--- src/rtl/iq_demod_pkg.sv ---
// Shared types and constants for the IQ demodulator pair sequencer.
package iq_demod_pkg;

  typedef enum logic {
    FILL = 1'b0,
    SEQ  = 1'b1
  } state_t;

  localparam int         NPAIR_C        = 5;
  localparam int         BANK_ENTRIES_C = 2 * NPAIR_C;
  localparam logic [2:0] SEL_LAST_C     = 3'd4;

endpackage

--- src/rtl/iq_sample_bank.sv ---
// Sample register file: sequential write port with occupancy count, bulk
// load port, and a full flag.
module iq_sample_bank
  import iq_demod_pkg::*;
#(
  parameter int SIZE    = 8,
  parameter int ENTRIES = BANK_ENTRIES_C
) (
  input  logic                      clk,
  input  logic                      rst,
  input  logic                      wr_en,
  input  logic [SIZE-1:0]           wr_data,
  input  logic                      clear,
  input  logic                      load_en,
  input  logic [ENTRIES*SIZE-1:0]   load_data,
  output logic [ENTRIES*SIZE-1:0]   data,
  output logic [3:0]                count,
  output logic                      full
);

  logic [SIZE-1:0] mem [ENTRIES];

  assign full = (count == 4'(ENTRIES));

  for (genvar k = 0; k < ENTRIES; k++) begin : g_pack
    assign data[k*SIZE +: SIZE] = mem[k];
  end

  // NOTE: the entries are reset as well, because the bank is an observable
  // output that must read zero after reset; this is a small flop array, not RAM.
  always_ff @(posedge clk or posedge rst) begin
    if (rst) begin
      count <= '0;
      for (int k = 0; k < ENTRIES; k++) mem[k] <= '0;
    end else begin
      // NOTE: sequential state is always updated with non-blocking assignments
      // so every flop samples pre-edge values regardless of statement order.
      if (clear)
        count <= '0;
      else if (wr_en && !full)
        count <= count + 4'd1;

      if (load_en) begin
        for (int k = 0; k < ENTRIES; k++) mem[k] <= load_data[k*SIZE +: SIZE];
      end else if (wr_en && !full) begin
        mem[count] <= wr_data;
      end
    end
  end

endmodule

--- src/rtl/iq_pair_sequencer.sv ---
// Collects 10 serial samples into an I/Q bank and steps the pair select 0..4
// under valid/ready. Optional double buffering: define IQ_PAIR_SEQ_DBUF_EN.
module iq_pair_sequencer
  import iq_demod_pkg::*;
#(
  parameter int SIZE  = 8,
  parameter int NPAIR = NPAIR_C
) (
  input  logic                      clk,
  input  logic                      rst,
  input  logic [SIZE-1:0]           s_data,
  input  logic                      s_valid,
  output logic                      s_ready,
  output logic [2*NPAIR*SIZE-1:0]   bank,
  output logic [2:0]                sel,
  output logic                      pair_valid,
  input  logic                      pair_ready,
  output logic                      frame_done,
  output logic [3:0]                fill_cnt
);

  localparam int ENTRIES = 2 * NPAIR;

  state_t state;
  logic   xfer;
  logic   last_pair;
  logic   completing;
  logic   refill;
  logic   ready_next;

  assign xfer      = s_valid && s_ready;
  assign last_pair = pair_valid && pair_ready && (sel == SEL_LAST_C);

`ifdef IQ_PAIR_SEQ_DBUF_EN
  logic [ENTRIES*SIZE-1:0] shadow_data;
  logic [ENTRIES*SIZE-1:0] image;
  logic [3:0]              bank_cnt;
  logic                    bank_full;
  logic                    shadow_full;
  logic                    shadow_wr;
  logic                    load;

  assign shadow_wr  = xfer && !shadow_full;
  assign completing = shadow_full || (shadow_wr && fill_cnt == 4'(ENTRIES - 1));
  assign load       = completing && ((state == FILL) || last_pair);
  assign refill     = completing;
  assign ready_next = load || !completing;

  // NOTE: give every always_comb output a default first so no path can
  // leave it unassigned and infer a latch.
  always_comb begin
    image = shadow_data;
    if (shadow_wr && fill_cnt == 4'(ENTRIES - 1))
      image[(ENTRIES-1)*SIZE +: SIZE] = s_data;
  end

  iq_sample_bank #(.SIZE(SIZE), .ENTRIES(ENTRIES)) u_shadow (
    .clk       (clk),
    .rst       (rst),
    .wr_en     (shadow_wr),
    .wr_data   (s_data),
    .clear     (load),
    .load_en   (1'b0),
    .load_data ('0),
    .data      (shadow_data),
    .count     (fill_cnt),
    .full      (shadow_full)
  );

  // Presented bank only changes by a whole-bank copy, so it never moves mid-frame.
  iq_sample_bank #(.SIZE(SIZE), .ENTRIES(ENTRIES)) u_bank (
    .clk       (clk),
    .rst       (rst),
    .wr_en     (1'b0),
    .wr_data   ('0),
    .clear     (1'b0),
    .load_en   (load),
    .load_data (image),
    .data      (bank),
    .count     (bank_cnt),
    .full      (bank_full)
  );
`else
  logic bank_full;
  logic bank_wr;

  assign bank_wr    = xfer && !bank_full;
  assign completing = bank_wr && (fill_cnt == 4'(ENTRIES - 1));
  assign refill     = 1'b0;
  assign ready_next = (state == FILL) ? !completing : last_pair;

  iq_sample_bank #(.SIZE(SIZE), .ENTRIES(ENTRIES)) u_bank (
    .clk       (clk),
    .rst       (rst),
    .wr_en     (bank_wr),
    .wr_data   (s_data),
    .clear     (last_pair),
    .load_en   (1'b0),
    .load_data ('0),
    .data      (bank),
    .count     (fill_cnt),
    .full      (bank_full)
  );
`endif

  always_ff @(posedge clk or posedge rst) begin
    if (rst) begin
      state      <= FILL;
      sel        <= '0;
      pair_valid <= 1'b0;
      frame_done <= 1'b0;
      s_ready    <= 1'b0;
    end else begin
      frame_done <= last_pair;
      s_ready    <= ready_next;
      case (state)
        FILL: begin
          if (completing) begin
            state      <= SEQ;
            pair_valid <= 1'b1;
            sel        <= '0;
          end
        end
        SEQ: begin
          if (pair_valid && pair_ready) begin
            if (sel == SEL_LAST_C) begin
              sel <= '0;
              // With a full shadow the next frame follows with no valid gap.
              if (refill) begin
                pair_valid <= 1'b1;
              end else begin
                pair_valid <= 1'b0;
                state      <= FILL;
              end
            end else begin
              sel <= sel + 3'd1;
            end
          end
        end
        default: state <= FILL;
      endcase
    end
  end

endmodule

--- config.mk ---
export PLATFORM = sky130hd
export DESIGN_NAME = iq_pair_sequencer
export DESIGN_NICKNAME = d
export VERILOG_FILES = /design/src/rtl/iq_demod_pkg.sv /design/src/rtl/iq_sample_bank.sv /design/src/rtl/iq_pair_sequencer.sv
export SDC_FILE = /design/constraint.sdc
export NUM_CORES = 1
export LEC_CHECK = 0
export CORE_MARGIN = 8
export CORE_UTILIZATION = 55
export CTS_CLUSTER_DIAMETER = 100
export DETAILED_ROUTE_END_ITERATION = 6
export PLACE_DENSITY = 0.86
export SLEW_MARGIN = 25
export SYNTH_ARGS = -nofsm -noshare
export SYNTH_HDL_FRONTEND = slang
export SYNTH_HIERARCHICAL = 1
export SYNTH_SLANG_ARGS = --single-unit
--- constraint.sdc ---
create_clock -name clk -period 6.1 [get_ports clk]
set_input_delay 0.61 -clock clk [delete_from_list [all_inputs] [get_ports clk]]
set_output_delay 0.61 -clock clk [all_outputs]
set_load 0.02 [all_outputs]
==> reports/results.tsv <==
stage	metric	value	unit
setup_path	Largest stage delay, worst path	810	ps
layout	synthesis-to-layout area growth	33.3	%
timing	Hold Violations, Final	0	
routing	DR iter-0 viols	199	
routing	drt via density	5.20	
hold_path	hold crit path type	primary input to asynchronous set/reset pin	
timing	post-layout min period	3380	ps
clock_network	htree depth	3	
routing	# DRC	0	
synth	top post-synthesis cells by area	dfrtp_1 (50%), mux2i_1 (14%), o21ai_0 (7.2%)	
synth	Netlist Area Pre-Place	0.00453	sq mm
layout	Final Util	0.746	
setup_path	Critical Path End Type	flop	
placement	Post-Place Worst Slack	2770	ps
floorplan	# IOs	102	
synth	asr flop ratio synth	1.00	
setup_path	Crit-path slowest cell	nand4b_1	
synth	FF+latch count, synth	91	
placement	Placer Congestion	0.821	
routing	Pre-Repair DR Iteration Count	5	
synth	Yosys top cell by area	dfrtp_1	
clock_network	Clk Tree Root Cell	clkbuf_8	
placement	I/O Buffers	101	
setup_path	Setup crit start kind	flop	
synth	Commonest cells post-synth	dfrtp_1 (91), nand2_1 (74), o21ai_0 (65), mux2i_1 (64), a21oi_1 (20)	
floorplan	die height	107	um
setup_path	flop-to-flop setup slack	2720	ps
clock_network	Clk Latency, worst-skew pair	350	ps
floorplan	core area	0.00809	sq mm
clock_network	Setup Fix Bufs, Post-CTS	0	
synth	synth warn	6	
setup_path	Crit path arrival time	3620	ps
layout	fraction of layout instances using a drive strength above 1	0.0441	
flow_run	max_cap viols	0	
clock_network	clock tree buffer depth	2	
global_routing	first-pass GRT wire length	19600	um
global_routing	largest net degree at the start of global routing	161	
synth	Syn Area/Cell	9.98	sq um
pwr	Lkg Pwr	2.68	nW
timing	final setup fails	0	
synth	Yosys top cell area share	0.503	
timing	TNS Setup	0	ps
timing	max-slew violations	0	
layout	Antenna diodes	0	
synth	Netlist cell types	37	
clock_network	hold bufs inserted after CTS	0	
setup_path	R2R depth	8	
floorplan	Initial Util	0.560	
setup_path	CP required	6330	ps
global_routing	initial antenna violation count	0	
setup_path	end point of the critical path	u_bank/data[49]	
outcome	outcome	complete, no violations	
synth	Post-synth EDFFs	0	
floorplan	Chip Width	107	um
routing	via count	3729	
pwr	power density over the cells	332	mW/mm^2
global_routing	met1 GRT Util	0.259	
pwr	worst vdd ir	0.213	mV
global_routing	GR Overflow Total	0	
routing	WL final	11900	um
setup_path	cells traversed along the worst timing path	inv_1 -> ha_1 -> nand3b_2 -> inv_2 -> nor2_1 -> nand4b_1 -> mux2i_1 -> o21ai_0	
layout	Layout Cells excl Fill	717	
global_routing	GRT busiest layer	met2	
floorplan	Site Rows	33	
routing	drt wl/cell	16.6	um
timing	RSZ-0062 raised after global routing	false	
setup_path	Setup CP Type	flop to flop	
placement	Inst Count DP	701	
clock_network	post-CTS sizing	0	
clock_network	CTS Sinks	91	
timing	Max Clk Rate	0.295	GHz
synth	Post-synth top flop	dfrtp_1	
timing	Final Skew	14.1	ps
clock_network	CTS Buf Count	9	
clock_network	clock transition at the registers of the reported paths	100	ps
synth	top-count cell post-synth	dfrtp_1	
setup_path	Worst Setup SP	u_bank/count[0]	
timing	Worst Tran Pin Value	978	ps
placement	dpl hpwl	8140	um
setup_path	crit-path max FO	18	
timing	relative slew slack	0.345	
setup_path	FF-to-FF End	u_bank/data[49]	
global_routing	met3 Track Usage GR	0.0390	
timing	Final WS setup	2720	ps
global_routing	GR Util All Layers	0.214	
global_routing	vias in the first global route	3787	
routing	Post-DRT Antenna Nets	0	
global_routing	global-route met2 utilization	0.371	
layout	Nets	625	
synth	sequential cell area fraction in the yosys report	0.503	
synth	cells after synthesis	454	
timing	fin crit share	0.555	
clock_network	CTS tree	done	
setup_path	worst r2r src	u_bank/count[0]	
floorplan	die area	0.0114	sq mm
[worst max-delay path: cells and delay by family, from the launching register on]
family                   cells  cell delay [ps]
AO/OA/AOI/OAI                1              120
adder cells (fa/ha/maj)      1              320
buffers and inverters        2              230
flip-flops                   1              500
multiplexers                 1              360
AND/OR/NAND/NOR              3             1740
[per-stage QoR]
| stage | hold WS (ps) | total power (W) | area (sq um) |
|---|---|---|---|
| after CTS | 540 | 0.00201 | 6040 |
| final | 540 | 0.00200 | 6040 |
| after floorplan | 413 | 0.00125 | 4830 |
| after global routing | 569 | 0.00211 | 6040 |
| after global placement | 525 | 0.00149 | 5790 |
| after detailed placement | 536 | 0.00152 | 5800 |
[worst min path at each step]
stage | startpoint | endpoint | cells past startpoint
floorplan | rst | frame_done | 1
global route | rst | sel[0] | 2
detailed placement | u_bank/data[77] | u_bank/data[77] | 2
global placement | u_bank/data[79] | u_bank/data[79] | 2
CTS | rst | sel[2] | 2
finish | rst | sel[2] | 2
[sequential cells by signal, summed over array words and instances, names as in the netlist]
signal,count
s_ready,1
sel,3
state,1
u_bank/data,80
u_bank/count,4
frame_done,1
pair_valid,1
[cells in the final DEF (no fill, tap or decap), types with 9 or more instances in the layout]
cell type,instances
nand2_1,74
a31oi_1,16
conb_1,81
dfrtp_1,91
mux2i_1,64
a21oi_1,20
o21ai_0,65
clkbuf_8,9
clkdlybuf4s50_1,101
o21ai_1,17
nor2b_1,17
[routing by layer]
layer	vias up	share of wire
met4	0	0.020
met3	19	0.054
met1	1793	0.41
met2	118	0.51
met5	-	0
li1	1799	-
[layout make-up]
class | count | area, sq um
Sequential cell | 91 | 2280
Fill cell | 627 | 2050
Timing Repair Buffer | 104 | 1040
Inverter | 8 | 31.3
Clock buffer | 10 | 128
Tap cell | 105 | 131
Multi-Input combinational cell | 393 | 2320
Clock inverter | 6 | 114
[cell families (layout without fill, tap and decap cells)]
family	Yosys count	after routing	synth area share
DFF	91	91	0.503
xor gates and xnor gates	1	1	0.00193
buffers and inverters	50	128	0.0541
muxes	64	64	0.141
other	1	81	0.000828
AOI/OAI and AO/OA	124	124	0.144
and+or+nand+nor	117	117	0.138
adders and majority gates	6	6	0.0166
[power breakdown]
group	internal (W)	switching, W	leakage, nW	total (W)
Sequential	0.000699	0.000106	1.09	0.000805
Combinational	0.000317	0.000397	1.47	0.000714
Clock	0.000273	0.000210	0.113	0.000483
Total	0.00129	0.000713	2.68	0.00200
Note: power is estimated with default switching activity, not from simulation.
